File: src/rtl/id_ex_stage.sv
// ID/EX pipeline register with load-use hazard detection, bubble injection on
// stall or branch flush, and saturating stall/flush event counters.
module id_ex_stage #(
    parameter int DATA_W = 32,
    parameter int CNT_W  = 16
) (
    input  logic              clk_i,
    input  logic              rst_i,
    input  logic [4:0]        ifid_rs,
    input  logic [4:0]        ifid_rt,
    input  logic [4:0]        ifid_rd,
    input  logic [9:0]        id_ctrl,
    input  logic [DATA_W-1:0] id_rs_data,
    input  logic [DATA_W-1:0] id_rt_data,
    input  logic [DATA_W-1:0] id_imm,
    input  logic [DATA_W-1:0] id_pc4,
    input  logic              flush_i,
    output logic [9:0]        idex_ctrl,
    output logic [DATA_W-1:0] idex_rs_data,
    output logic [DATA_W-1:0] idex_rt_data,
    output logic [DATA_W-1:0] idex_imm,
    output logic [DATA_W-1:0] idex_pc4,
    output logic [4:0]        idex_rs,
    output logic [4:0]        idex_rt,
    output logic [4:0]        idex_rd,
    output logic              pc_write,
    output logic              ifid_write,
    output logic              stall_o,
    output logic [CNT_W-1:0]  stall_cnt,
    output logic [CNT_W-1:0]  flush_cnt
);

    localparam int            MEMREAD_BIT = 7;
    localparam logic [CNT_W-1:0] CNT_ONE  = 1;

    logic [9:0]        ctrl_q,    ctrl_d;
    logic [DATA_W-1:0] rs_data_q, rs_data_d;
    logic [DATA_W-1:0] rt_data_q, rt_data_d;
    logic [DATA_W-1:0] imm_q,     imm_d;
    logic [DATA_W-1:0] pc4_q,     pc4_d;
    logic [4:0]        rs_q,      rs_d;
    logic [4:0]        rt_q,      rt_d;
    logic [4:0]        rd_q,      rd_d;
    logic [CNT_W-1:0]  stall_cnt_q, stall_cnt_d;
    logic [CNT_W-1:0]  flush_cnt_q, flush_cnt_d;
    logic              hz;

    function automatic logic [CNT_W-1:0] sat_inc(input logic [CNT_W-1:0] v);
        return (&v) ? v : v + CNT_ONE;
    endfunction

    // A load writing $zero never creates a real dependency.
    assign hz = ctrl_q[MEMREAD_BIT] && (rt_q != 5'd0) &&
                ((rt_q == ifid_rs) || (rt_q == ifid_rt));

    assign stall_o    = hz && !flush_i;
    assign pc_write   = !stall_o;
    assign ifid_write = !stall_o;

    always_comb begin
        ctrl_d      = id_ctrl;
        rs_data_d   = id_rs_data;
        rt_data_d   = id_rt_data;
        imm_d       = id_imm;
        pc4_d       = id_pc4;
        rs_d        = ifid_rs;
        rt_d        = ifid_rt;
        rd_d        = ifid_rd;
        stall_cnt_d = stall_cnt_q;
        flush_cnt_d = flush_cnt_q;
        if (flush_i || stall_o) begin
            // Bubble: zeroing rt also guarantees a stall never repeats.
            ctrl_d    = '0;
            rs_data_d = '0;
            rt_data_d = '0;
            imm_d     = '0;
            pc4_d     = '0;
            rs_d      = '0;
            rt_d      = '0;
            rd_d      = '0;
            if (flush_i) flush_cnt_d = sat_inc(flush_cnt_q);
            else         stall_cnt_d = sat_inc(stall_cnt_q);
        end
    end

    always_ff @(posedge clk_i or negedge rst_i) begin
        if (!rst_i) begin
            ctrl_q      <= '0;
            rs_data_q   <= '0;
            rt_data_q   <= '0;
            imm_q       <= '0;
            pc4_q       <= '0;
            rs_q        <= '0;
            rt_q        <= '0;
            rd_q        <= '0;
            stall_cnt_q <= '0;
            flush_cnt_q <= '0;
        end else begin
            ctrl_q      <= ctrl_d;
            rs_data_q   <= rs_data_d;
            rt_data_q   <= rt_data_d;
            imm_q       <= imm_d;
            pc4_q       <= pc4_d;
            rs_q        <= rs_d;
            rt_q        <= rt_d;
            rd_q        <= rd_d;
            stall_cnt_q <= stall_cnt_d;
            flush_cnt_q <= flush_cnt_d;
        end
    end

    assign idex_ctrl    = ctrl_q;
    assign idex_rs_data = rs_data_q;
    assign idex_rt_data = rt_data_q;
    assign idex_imm     = imm_q;
    assign idex_pc4     = pc4_q;
    assign idex_rs      = rs_q;
    assign idex_rt      = rt_q;
    assign idex_rd      = rd_q;
    assign stall_cnt    = stall_cnt_q;
    assign flush_cnt    = flush_cnt_q;

endmodule

File: config.mk
export PLATFORM = sky130hd
export DESIGN_NAME = id_ex_stage
export DESIGN_NICKNAME = d
export VERILOG_FILES = /design/src/rtl/id_ex_stage.sv
export SDC_FILE = /design/constraint.sdc
export NUM_CORES = 1
export LEC_CHECK = 0
export BUFFER_PORTS_ARGS = -buffer_cell sky130_fd_sc_hd__buf_4
export CAP_MARGIN = 20
export CORE_MARGIN = 10
export CORE_UTILIZATION = 33
export DETAILED_ROUTE_END_ITERATION = 16
export PLACE_DENSITY = 0.63
export SYNTH_ARGS = -nofsm -noshare
export SYNTH_HDL_FRONTEND = slang
export SYNTH_SLANG_ARGS = --single-unit
File: constraint.sdc
create_clock -name clk_i -period 5.95 [get_ports clk_i]
set_clock_uncertainty 0.05 [all_clocks]
set_input_delay 0.8925 -clock clk_i [delete_from_list [all_inputs] [get_ports clk_i]]
set_output_delay 0.8925 -clock clk_i [all_outputs]
set_load 0.02 [all_outputs]
==> impl_metrics.tcl, run 1 <==
set metrics [dict create \
    hold_class "input pin to asynchronous set/reset pin" \
    r2r-start "stall_cnt[0]" \
    path_max_fanout 17 \
    fin_nets 997 \
    status "finished clean" \
    grt_pass1_vias 5095 \
    cts_buffers 17 \
    grt_usage_pct 15.32 \
    vias_per_cell 4.224 \
    met1_usage_pct 15.84 \
    final_common_cell "buf_4" \
    netlist_area_um2 6623 \
    fmax_ghz 0.3028 \
    synth_top_area_share_pct 69.90 \
    rsz0062_at_grt "no" \
    fin_setup_tns_ns 0 \
    max_cap_viol_count 0 \
    drc 0 \
    ir_drop_mv 0.1871 \
    place_worst_setup_slack_ns 2.644 \
    synthesis.nets 652 \
    synth_area_per_cell_um2 13.41 \
    die_area_um2 26140 \
    slew_headroom_pct 31.87 \
    finalCritPeriodShare_pct 55.50 \
    p_leak_nw 5.076 \
    path_cells "buf_4 > xnor2_1 > nand3_1 > o22ai_2 > nand2_1 > inv_1 > buf_4" \
    met3_usage_pct 7.988 \
    yosysSeqAreaShare_pct 69.90 \
    cts_resized 0 \
    tritoncts "yes" \
    port_buffers 343 \
    die_h_um 161.7 \
    post_dp_cell_area_um2 9419 \
    powerDensity_nw_per_um2 296.0 \
    antennaDiodeCount 0 \
    antenna_found_initial 0 \
    path_clk_slew_ns 0.07 \
    crit_path_top_delay_cell "o22ai_2" \
    path_delay_family "compound AO/OA/AOI/OAI gates" \
    hold_viol 0 \
    total_power_w 0.002957 \
    pin_count 344 \
    synthCells 494 \
    globalplace.congestion 0.8161 \
    setup_viol 0 \
    worst_skew_pair.late_latency_ns 0.42 \
    clk_path_buf_depth 2 \
    synth_seq_cells 185 \
    gr-max-usage-layer "met2" \
    path_common_cell "buf_4" \
    wl_mm 20.46 \
    n_fill_cell 1771 \
    via_count 4714 \
    finalCriticalPeriod_ns 3.302 \
    path_buf_inv 3 \
    area_delta_synth_final_pct 50.84 \
    ys_types 35 \
    timing.final.ws_setup_ns 2.648 \
    rows 51 \
    final_area_um2 9990 \
    first_pass_iters 4 \
    detail_route.wl_per_cell_um 18.33 \
    hpwl_mm 16.17 \
    end_kind "output pin" \
    hold_buffers 0 \
    initial_utilization_pct 33.81 \
    yosysTopAreaCell "dfrtp_1" \
    crit_start "ifid_rs[4]" \
    crit_path_start_kind "input pin" \
    clock-sinks 185 \
    worst_ep_required_time_ns 5.01 \
    yosysWarnings 0 \
    drt_iter0_markers 152 \
    criticalPathCategory "input pin to output pin" \
    ctsHtreeMaxLevel 4 \
    worstPathArrival_ns 2.36 \
    met2_usage_pct 26.26 \
    coreArea_um2 19590 \
    post-cts-setup-buffers 0 \
    tightest_slew_ns 1.017 \
    drive_gt1_share_pct 45.01 \
    clock-root-buffer "clkbuf_16" \
    cp_slowest_stage_delay_ns 0.65 \
    slew_viol_final 0 \
    grt_overflow 0 \
    final_cell_mix "buf_4, dfrtp_1, and2_1, xnor2_1, nand3_1" \
    grt_pass1_wl_mm 30.59 \
    die_w_um 161.7 \
    grt_start_max_net_pins 88 \
    synth_area_leaders "dfrtp_1, and2_1, xnor2_1, nand3_1, buf_6" \
    ant_nets 0 \
]
-- flip-flops by register name, indices dropped and copies added (netlist names), 10 cells and up --
register	count
idex_rt_data	32
idex_rs_data	32
idex_ctrl	10
idex_pc4	32
stall_cnt	16
idex_imm	32
flush_cnt	16
-- metrics by stage --
step                std cells  util [%]  hold WS [ns]
finish                   1116     50.99        0.4311
global route             1116     50.99        0.4752
CTS                      1116     50.99        0.4465
detailed placement       1085     48.08        0.4404
global placement         1085     48.08        0.4307
floorplan                 494         -        0.5440
-- path summary, 6_finish.rpt --
check | to | slack, ns | cells after the start
worst max-delay path | stall_o | 2.65 | 7
worst min-delay path | idex_rt_data[11] | 0.43 | 1
worst max register to register | stall_cnt[1] | 3.50 | 6
worst min register to register | flush_cnt[10] | 0.44 | 1
max in group asynchronous | idex_rs_data[22] | 4.19 | 2
min in group clk_i | flush_cnt[10] | 0.44 | 1
-- report_power, final --
part	internal, W	leakage, nW	switching [W]
clock	0.000565	0.275	0.000520
combinational	0.000227	2.39	0.000249
sequential	0.00134	2.41	0.0000553
total	0.00213	5.08	0.000825
-- per-layer routing --
layer  vias to the layer above  wire length [um]
li1                       2270                 -
met1                      2220              7405
met2                       203             10470
met3                        21              2203
met4                         0               382
met5                         -                 0
-- cells by family after synthesis --
kind of cell / Yosys count / synth area share [%]
simple gates: 232 / 20.80
flops: 185 / 69.90
fa+ha+maj: 2 / 0.3778
compound gates: 13 / 1.398
xor+xnor: 37 / 4.893
mux: 2 / 0.3400
buf+inv: 23 / 2.286
-- layout make-up --
cell class	instances	area (um^2)	share of cell area, %
Multi-Input combinational cell	286	1842	18.44
Inverter	2	7.507	0.07515
Timing Repair Buffer	347	2609	26.11
Clock buffer	18	439.2	4.396
Tap cell	265	331.6	3.319
Clock inverter	13	131.4	1.315
Sequential cell	185	4629	46.34
-- cell usage after synthesis, drive strengths merged --
| master | number |
|---|---|
| nor3b | 2 |
| a41oi | 1 |
| or3 | 2 |
| nor4 | 3 |
| xor2 | 6 |
| inv | 2 |
| nand2 | 16 |
| and3 | 3 |
| nand3 | 19 |
| or4 | 1 |
| nor3 | 8 |
| nor2 | 9 |
| buf | 10 |
| nand4 | 5 |
| o22ai | 1 |
| or2 | 1 |
| nor2b | 1 |
| o21ai | 3 |
| mux2 | 2 |
| nand3b | 1 |
| xnor2 | 31 |
| o21a | 1 |
| a31oi | 2 |
| a21oi | 5 |
| clkbuf | 11 |
| and4 | 3 |
| ha | 2 |
| and2 | 154 |
| dfrtp | 185 |
| nor4b | 2 |
| nand4b | 2 |
Note: power is estimated with default switching activity, not from simulation.
==> run 2, diff against run 1 <==
PLACE_DENSITY = 0.66   (was 0.63)
clock period = 2.8 ns   (was 5.95 ns; I/O delays follow)
==> impl_metrics.tcl, run 2 (same netlist as run 1, synthesis figures left out) <==
set metrics [dict create \
    worst_skew_pair.late_latency_ns 0.41 \
    dp.cells 1089 \
    timing.final.ws_setup_ns 0.2147 \
    first_pass_iters 4 \
    slew_headroom_pct 60.96 \
    die_h_um 161.7 \
    ctsHtreeMaxLevel 4 \
    ant_nets 0 \
    detail_route.wl_per_cell_um 18.40 \
    clock-root-buffer "clkbuf_16" \
    coreArea_um2 19590 \
    wl_mm 20.65 \
    worstPathArrival_ns 2.12 \
    path_clk_slew_ns 0.07 \
    drc 0 \
    finalCritPeriodShare_pct 92.33 \
    worst_ep_required_time_ns 2.33 \
    p_leak_nw 5.117 \
    rsz0062_at_grt "no" \
    antenna_found_initial 0 \
    drt_iter0_markers 187 \
    status "finished clean" \
    criticalPathCategory "register to output pin" \
    rows 51 \
    pin_count 344 \
    clock-sinks 185 \
    layout.cells.non_filler 1122 \
    fmax_ghz 0.3868 \
    die_w_um 161.7 \
    path_max_fanout 4 \
    fin_setup_tns_ns 0 \
    drive_gt1_share_pct 45.16 \
    slew_viol_final 0 \
    final_cell_mix "buf_4, dfrtp_1, and2_1, xnor2_1, nand3_1" \
    cts_resized 0 \
    grt_overflow 0 \
    place_worst_setup_slack_ns 0.6026 \
    grt_pass1_wl_mm 31.36 \
    hold_class "input pin to register" \
    hold_viol 0 \
    port_buffers 343 \
    end_kind "output pin" \
    initial_utilization_pct 33.81 \
    area_delta_synth_final_pct 52.11 \
    vias_per_cell 4.252 \
    tritoncts "yes" \
    globalplace.congestion 0.7954 \
    setup_viol 0 \
    hpwl_mm 16.31 \
    ir_drop_mv 0.3788 \
    grt_usage_pct 15.66 \
    via_count 4771 \
    finalCriticalPeriod_ns 2.585 \
    crit_start "idex_rt[1]" \
    fin_nets 1002 \
    n_fill_cell 1754 \
    cts_buffers 17 \
    antennaDiodeCount 0 \
    final_common_cell "buf_4" \
    r2r-start "idex_rt[1]" \
    crit_path_start_kind "register" \
    clk_path_buf_depth 2 \
    powerDensity_nw_per_um2 629.8 \
    grt_pass1_vias 5224 \
    tightest_slew_ns 0.5856 \
    hp-start "id_rt_data[2]" \
    die_area_um2 26140 \
    max_cap_viol_count 0 \
    grt_start_max_net_pins 85 \
]
-- run 2: path summary, 6_finish.rpt --
kind / end / slack, ns / cells after the start
worst min register to register: flush_cnt[10] / 0.45 / 1
worst max-delay path: stall_o / 0.21 / 6
worst max register to register: stall_cnt[1] / 0.59 / 6
worst min-delay path: idex_rt_data[2] / 0.16 / 2
max in group asynchronous: stall_cnt[3] / 1.46 / 3
min in group asynchronous: idex_rt_data[17] / 0.52 / 2
-- run 2: final cells by class --
cell class | instances | area (um^2) | area share (%)
clock inverters | 13 | 131.4 | 1.304
well taps | 265 | 331.6 | 3.292
multi-input cells | 286 | 1842 | 18.28
repair buffers | 352 | 2689 | 26.69
clock buffers | 19 | 442.9 | 4.397
inverters | 2 | 7.507 | 0.07452
flip-flops and latches | 185 | 4629 | 45.96
-- run 2: through the flow --
step	hold WS, ns	power, W	utilization [%]	cell area, um^2
finish	0.1554	0.006344	51.42	10070
global route	0.1277	0.006660	51.42	10070
CTS	0.1284	0.006456	51.42	10070
detailed placement	0.4279	0.004059	48.44	9489
global placement	0.4248	0.004043	48.44	9489
floorplan	0.07441	0.003455	-	6623
-- run 2: critical path, cell delays in order (launching register included) --
cell and delay, ns:
dfrtp_1 0.42, or4_1 0.55, o21ai_0 0.32, nor2_1 0.08
nand2_1 0.13, inv_1 0.06, buf_4 0.15
-- run 2: timing repair --
item / CTS / global route
hold buffers: 1 / 0
buffers inserted: 0 / 0
hold endpoints to repair: 65 / 0
-- run 2: where the power goes --
group          switching [W]  internal, W
clock network        0.00108      0.00128
logic               0.000528     0.000494
registers           0.000120      0.00285
total                0.00173      0.00462
-- run 2: per-layer routing --
layer | up-vias | track usage, % | wire length [um]
li1 | 2277 | - | -
met1 | 2290 | 16.73 | 7431
met2 | 190 | 27.11 | 10860
met3 | 14 | 7.558 | 2061
met4 | 0 | 4.218 | 291
met5 | - | 0 | 0
